<file path="src/rtl/voice_allocator.sv">
// Polyphonic voice allocator: scans voice slots per event, retriggers, allocates or steals.
// Define VOICE_STEAL_EN to steal the oldest voice when every slot is busy.
module voice_allocator #(
    parameter int NUM_VOICES = 4,
    parameter int AGE_W      = 8
) (
    input  logic                    CLK,
    input  logic                    RESET,
    input  logic                    EVT_VALID,
    output logic                    EVT_READY,
    input  logic                    EVT_ON,
    input  logic [6:0]              EVT_NOTE,
    input  logic [6:0]              EVT_VEL,
    input  logic                    ALL_OFF,
    output logic [8*NUM_VOICES-1:0] VOICE_KEY,
    output logic [NUM_VOICES-1:0]   VOICE_ACTIVE,
    output logic [NUM_VOICES-1:0]   VOICE_TRIG,
    output logic                    STEAL
);

    localparam int IW = (NUM_VOICES > 1) ? $clog2(NUM_VOICES) : 1;
    localparam logic [IW-1:0] LAST = IW'(NUM_VOICES - 1);

    typedef enum logic [1:0] {
        IDLE,
        SCAN,
        COMMIT
    } state_t;

    state_t            state;
    logic [IW-1:0]     idx;
    logic              ev_on;
    logic [6:0]        ev_note;

    logic              m_hit;
    logic [IW-1:0]     m_idx;
    logic              f_hit;
    logic [IW-1:0]     f_idx;
`ifdef VOICE_STEAL_EN
    logic              o_hit;
    logic [IW-1:0]     o_idx;
    logic [AGE_W-1:0]  o_age;
`endif

    logic [6:0]        key [NUM_VOICES];
    logic [AGE_W-1:0]  age [NUM_VOICES];
    logic [NUM_VOICES-1:0] active;
    logic [NUM_VOICES-1:0] trig;
    logic              steal_q;

    logic              in_range;
    logic              cur_hit;
    logic              act_on;
    logic              act_new;
    logic              act_steal;
    logic              act_off;
    logic [IW-1:0]     sel;

    assign EVT_READY    = (state == IDLE);
    assign VOICE_ACTIVE = active;
    assign VOICE_TRIG   = trig;
    assign STEAL        = steal_q;

    for (genvar g = 0; g < NUM_VOICES; g++) begin : g_key
        assign VOICE_KEY[8*g +: 8] = {1'b0, key[g]};
    end

    // The synth frequency table only covers 12..119.
    assign in_range = (ev_note >= 7'd12) && (ev_note <= 7'd119);
    assign cur_hit  = active[idx] && (key[idx] == ev_note);

    always_comb begin
        sel       = m_idx;
        act_on    = 1'b0;
        act_new   = 1'b0;
        act_steal = 1'b0;
        act_off   = 1'b0;
        if (in_range) begin
            if (ev_on) begin
                if (m_hit) begin
                    act_on = 1'b1;
                end else if (f_hit) begin
                    act_on  = 1'b1;
                    act_new = 1'b1;
                    sel     = f_idx;
                end
`ifdef VOICE_STEAL_EN
                else if (o_hit) begin
                    act_on    = 1'b1;
                    act_new   = 1'b1;
                    act_steal = 1'b1;
                    sel       = o_idx;
                end
`endif
            end else if (m_hit) begin
                act_off = 1'b1;
            end
        end
    end

    always_ff @(posedge CLK or negedge RESET) begin
        if (!RESET) begin
            state   <= IDLE;
            idx     <= '0;
            ev_on   <= 1'b0;
            ev_note <= '0;
            m_hit   <= 1'b0;
            m_idx   <= '0;
            f_hit   <= 1'b0;
            f_idx   <= '0;
`ifdef VOICE_STEAL_EN
            o_hit   <= 1'b0;
            o_idx   <= '0;
            o_age   <= '0;
`endif
            active  <= '0;
            trig    <= '0;
            steal_q <= 1'b0;
            for (int v = 0; v < NUM_VOICES; v++) begin
                key[v] <= '0;
                age[v] <= '0;
            end
        end else begin
            trig    <= '0;
            steal_q <= 1'b0;
            if (ALL_OFF) begin
                state  <= IDLE;
                active <= '0;
                for (int v = 0; v < NUM_VOICES; v++) begin
                    key[v] <= '0;
                    age[v] <= '0;
                end
            end else begin
                unique case (state)
                    IDLE: begin
                        if (EVT_VALID) begin
                            ev_on   <= EVT_ON && (EVT_VEL != 7'd0);
                            ev_note <= EVT_NOTE;
                            idx     <= '0;
                            m_hit   <= 1'b0;
                            f_hit   <= 1'b0;
`ifdef VOICE_STEAL_EN
                            o_hit   <= 1'b0;
`endif
                            state   <= SCAN;
                        end
                    end
                    SCAN: begin
                        if (cur_hit && !m_hit) begin
                            m_hit <= 1'b1;
                            m_idx <= idx;
                        end
                        if (!active[idx] && !f_hit) begin
                            f_hit <= 1'b1;
                            f_idx <= idx;
                        end
`ifdef VOICE_STEAL_EN
                        if (active[idx] && (!o_hit || age[idx] > o_age)) begin
                            o_hit <= 1'b1;
                            o_idx <= idx;
                            o_age <= age[idx];
                        end
`endif
                        if (idx == LAST) begin
                            state <= COMMIT;
                        end else begin
                            idx <= idx + 1'b1;
                        end
                    end
                    COMMIT: begin
                        if (act_on) begin
                            for (int v = 0; v < NUM_VOICES; v++) begin
                                if (active[v] && IW'(v) != sel && age[v] != '1) begin
                                    age[v] <= age[v] + 1'b1;
                                end
                            end
                            age[sel]  <= '0;
                            trig[sel] <= 1'b1;
                            steal_q   <= act_steal;
                            if (act_new) begin
                                key[sel]    <= ev_note;
                                active[sel] <= 1'b1;
                            end
                        end
                        if (act_off) begin
                            key[sel]    <= '0;
                            active[sel] <= 1'b0;
                            age[sel]    <= '0;
                        end
                        state <= IDLE;
                    end
                    default: state <= IDLE;
                endcase
            end
        end
    end

endmodule
</file>
<file path="config.mk">
export PLATFORM = sky130hd
export DESIGN_NAME = voice_allocator
export DESIGN_NICKNAME = d
export VERILOG_FILES = /design/src/rtl/voice_allocator.sv
export SDC_FILE = /design/constraint.sdc
export NUM_CORES = 1
export LEC_CHECK = 0
export CORE_ASPECT_RATIO = 0.6
export CORE_MARGIN = 2
export CORE_UTILIZATION = 40
export DETAILED_ROUTE_END_ITERATION = 10
export GPL_TIMING_DRIVEN = 0
export HOLD_SLACK_MARGIN = 0.05
export PLACE_DENSITY_LB_ADDON = 0.15
export SYNTH_ARGS = -nofsm -noshare
export SYNTH_HDL_FRONTEND = slang
export SYNTH_SLANG_ARGS = --single-unit
</file>
<file path="constraint.sdc">
create_clock -name CLK -period 2.25 [get_ports CLK]
set_clock_uncertainty 0.1 [all_clocks]
set_input_delay 0.225 -clock CLK [delete_from_list [all_inputs] [get_ports CLK]]
set_output_delay 0.225 -clock CLK [all_outputs]
set_load 0.005 [all_outputs]
</file>
==> flow_summary.toml <==
[outcome]
status = "complete, no violations"

[critical_path]
cp-start-kind = "flop"
timing.critical_path.required_ns = 2.33
crit_type = "flop to flop"
endpoint_kind = "flop"
cp_max_fo = 6
r2r_setup_slack_ns = 0.04
arrival_ns = 2.29

[floorplan]
start_util_pct = 41.34
io_pins = 61
rows = 23
die_y_um = 68.35
die-area_mm2 = 0.007603
dieWidth_um = 111.2
core_area_mm2 = 0.006676

[drt]
ant_nets = 0
avgViaCountPerCell = 5.381
drt-initial-drc-count = 184
met3_length_um = 604
via_count = 2201
wire_per_inst_um = 16.93
met1_length_um = 3446
dr.pass1.iters = 4
highest_layer = "met4"
route.met2.wl_um = 2824
routed_wl_um = 6924
drc = 0

[yosys]
yosysTopAreaCell = "dfrtp_1"
syn_area_mm2 = 0.002760
yosysWarnings = 0
yosysSeqAreaShare_pct = 48.96
synth_area_per_cell_um2 = 11.17
synth_edf_count = 0
synth.area.top_cells = "dfrtp_1 49%, a22o_1 8.9%, nand2_1 4.8%"
synthArstFlopShare_pct = 100.0
synth_most_common_cell = "dfrtp_1"
synth_top_area_share_pct = 48.96
ys_ff_latch = 54
ys.flop_type = "dfrtp_1"
synth_common_cells = "54 x dfrtp_1, 35 x nand2_1, 28 x a22o_1"
synthDistinctLibCells = 56
synth_cells = 247

[place]
hpwl_um = 5052
placedCellCount = 393
io_buffers = 54
placed_cell_area_mm2 = 0.003440
gp_congestion = 0.9090

[cells_and_area]
nNetsFinal = 342
fill_cells = 617
finalNonFillerCells = 409
diodes = 0
drive_above_1_share_pct = 18.32
multi_input_area_mm2 = 0.001343
area_growth_syn_to_layout_pct = 34.45
seq_area_mm2 = 0.001351
fin_area_mm2 = 0.003711

[sta]
rsz0062_at_grt = "yes"
setup_viol = 0
period_needed_ns = 2.209
clock.fmax_mhz = 452.8
post-route-period-util_pct = 98.16
hold_viol_final = 0
max_slew_margin_pct = 61.96
tightestPinTransition_ns = 0.5705
slew_violations = 0

[cts]
cts_made_buffers = 5
clock_latency_ns = 0.29
cts_max_level = 2
clock-sinks = 54
clk_pin_slew_ns = 0.07
clockRootBuffer = "clkbuf_16"
cts_tree = "built"
clock_path_buffers = 2

[power_and_ir_drop]
p_leak_nw = 1.633
power_density_mw_per_mm2 = 607.2
vdd_drop_max_uv = 289.5

[grt]
grt_max_degree = 38
grt_pass1_vias = 1952
grt_antenna_before_repair = 0
track_usage_pct = 19.01
grt.overflow.total = 0
grt_first_pass_wirelength_um = 10830

[hold_path]
hold_class = "input pin to asynchronous set/reset pin"

[run]
drv_cap = 0
path summary, 6_finish.rpt:
kind,startpoint,end,cells past startpoint
max,idx[1]$_DFFE_PN0P_,m_idx[1]$_DFFE_PN0P_,7
min,RESET,VOICE_KEY[16]$_DFFE_PN0P_,2
max reg2reg,idx[1]$_DFFE_PN0P_,m_idx[1]$_DFFE_PN0P_,7
min reg2reg,VOICE_KEY[11]$_DFFE_PN0P_,VOICE_KEY[11]$_DFFE_PN0P_,1
max in group asynchronous,RESET,idx[0]$_DFFE_PN0P_,3
min in group CLK,EVT_NOTE[1],ev_note[1]$_DFFE_PN0P_,3
registers in the layout (all words and copies together) (netlist names):
signal,cells
VOICE_ACTIVE,4
idx,2
f_hit,1
m_hit,1
f_idx,2
state,2
VOICE_KEY,28
VOICE_TRIG,4
ev_note,7
m_idx,2
ev_on,1
metrics by stage:
| stage | setup slack (ns) | hold slack [ns] | util [%] | power, W | setup TNS [ns] |
|---|---|---|---|---|---|
| after global placement | -0.8051 | 0.4126 | 51.29 | 0.001479 | -43.75 |
| after global routing | -0.02583 | 0.3460 | 55.58 | 0.002371 | -0.1506 |
| after detailed placement | -0.09895 | 0.09263 | 51.52 | 0.001488 | -0.6859 |
| after CTS | -0.001880 | 0.3259 | 54.18 | 0.002247 | -0.003657 |
| final | 0.04135 | 0.3091 | 55.58 | 0.002253 | 0 |
| after floorplan | 0.1888 | -0.1706 | - | 0.001346 | 0 |
routing by layer:
| layer | vias to the layer above | GRT usage, % |
|---|---|---|
| met5 | - | 0 |
| met4 | 0 | 4.630 |
| met1 | 1070 | 29.80 |
| met2 | 89 | 26.30 |
| li1 | 1037 | - |
| met3 | 5 | 4.252 |
worst max-delay path, stage by stage (launching register included):
cell      delay (ns)
dfrtp_1         0.40
buf_6           0.15
buf_4           0.16
a32o_1          0.26
mux4_2          0.48
nand3_1         0.10
nand3b_4        0.16
mux2_4          0.30
kinds of logic after synthesis:
family	Yosys count	synth area share, %
and+or+nand+nor	84	16.86
AOI/OAI and AO/OA	59	17.82
DFF	54	48.96
buffers and inverters	26	5.258
muxes	16	8.613
xor gates and xnor gates	6	1.904
adders and majority gates	1	0.4532
other	1	0.1359
what timing repair did:
action | 4_1_cts | 5_1_grt
resized for setup | 5 | 11
endpoints found under the hold margin | 17 | 0
setup buffers | 2 | 6
pin swaps | 1 | 4
setup endpoints to repair | 24 | 30
hold buffers | 1 | 0
power breakdown:
part | switching (W) | internal [W] | leakage (nW)
Sequential | 0.0000345 | 0.00102 | 0.738
Clock | 0.000334 | 0.000408 | 0.0640
Combinational | 0.000280 | 0.000181 | 0.830
layout make-up:
cell class | count | share of cell area [%]
Sequential cell | 54 | 36.41
Multi-Input combinational cell | 171 | 36.18
Timing Repair Buffer | 64 | 16.86
Clock buffer | 7 | 3.574
Buffer | 20 | 3.439
Tap cell | 87 | 2.933
Inverter | 6 | 0.6069
cell usage in the layout, fill, tap and decap left out, types with 3 or more instances in the layout:
master / synthesis / final
mux4_2: 5 / 5
xor2_1: 6 / 6
inv_1: 6 / 6
mux2i_1: 5 / 5
mux2_2: 4 / 4
nor3_1: 3 / 3
nor2_1: 11 / 9
o21ai_0: 5 / 5
nand3_1: 5 / 5
buf_4: 7 / 17
dfrtp_1: 54 / 54
a21oi_1: 4 / 4
nor2_4: 0 / 3
a22o_1: 28 / 28
nand2_1: 35 / 35
buf_2: 5 / 4
conb_1: 1 / 5
clkbuf_16: 0 / 5
nor2b_1: 5 / 4
nand2b_1: 3 / 3
clkbuf_1: 5 / 7
clkdlybuf4s50_1: 0 / 53
Power figures use the tool's default switching activity.
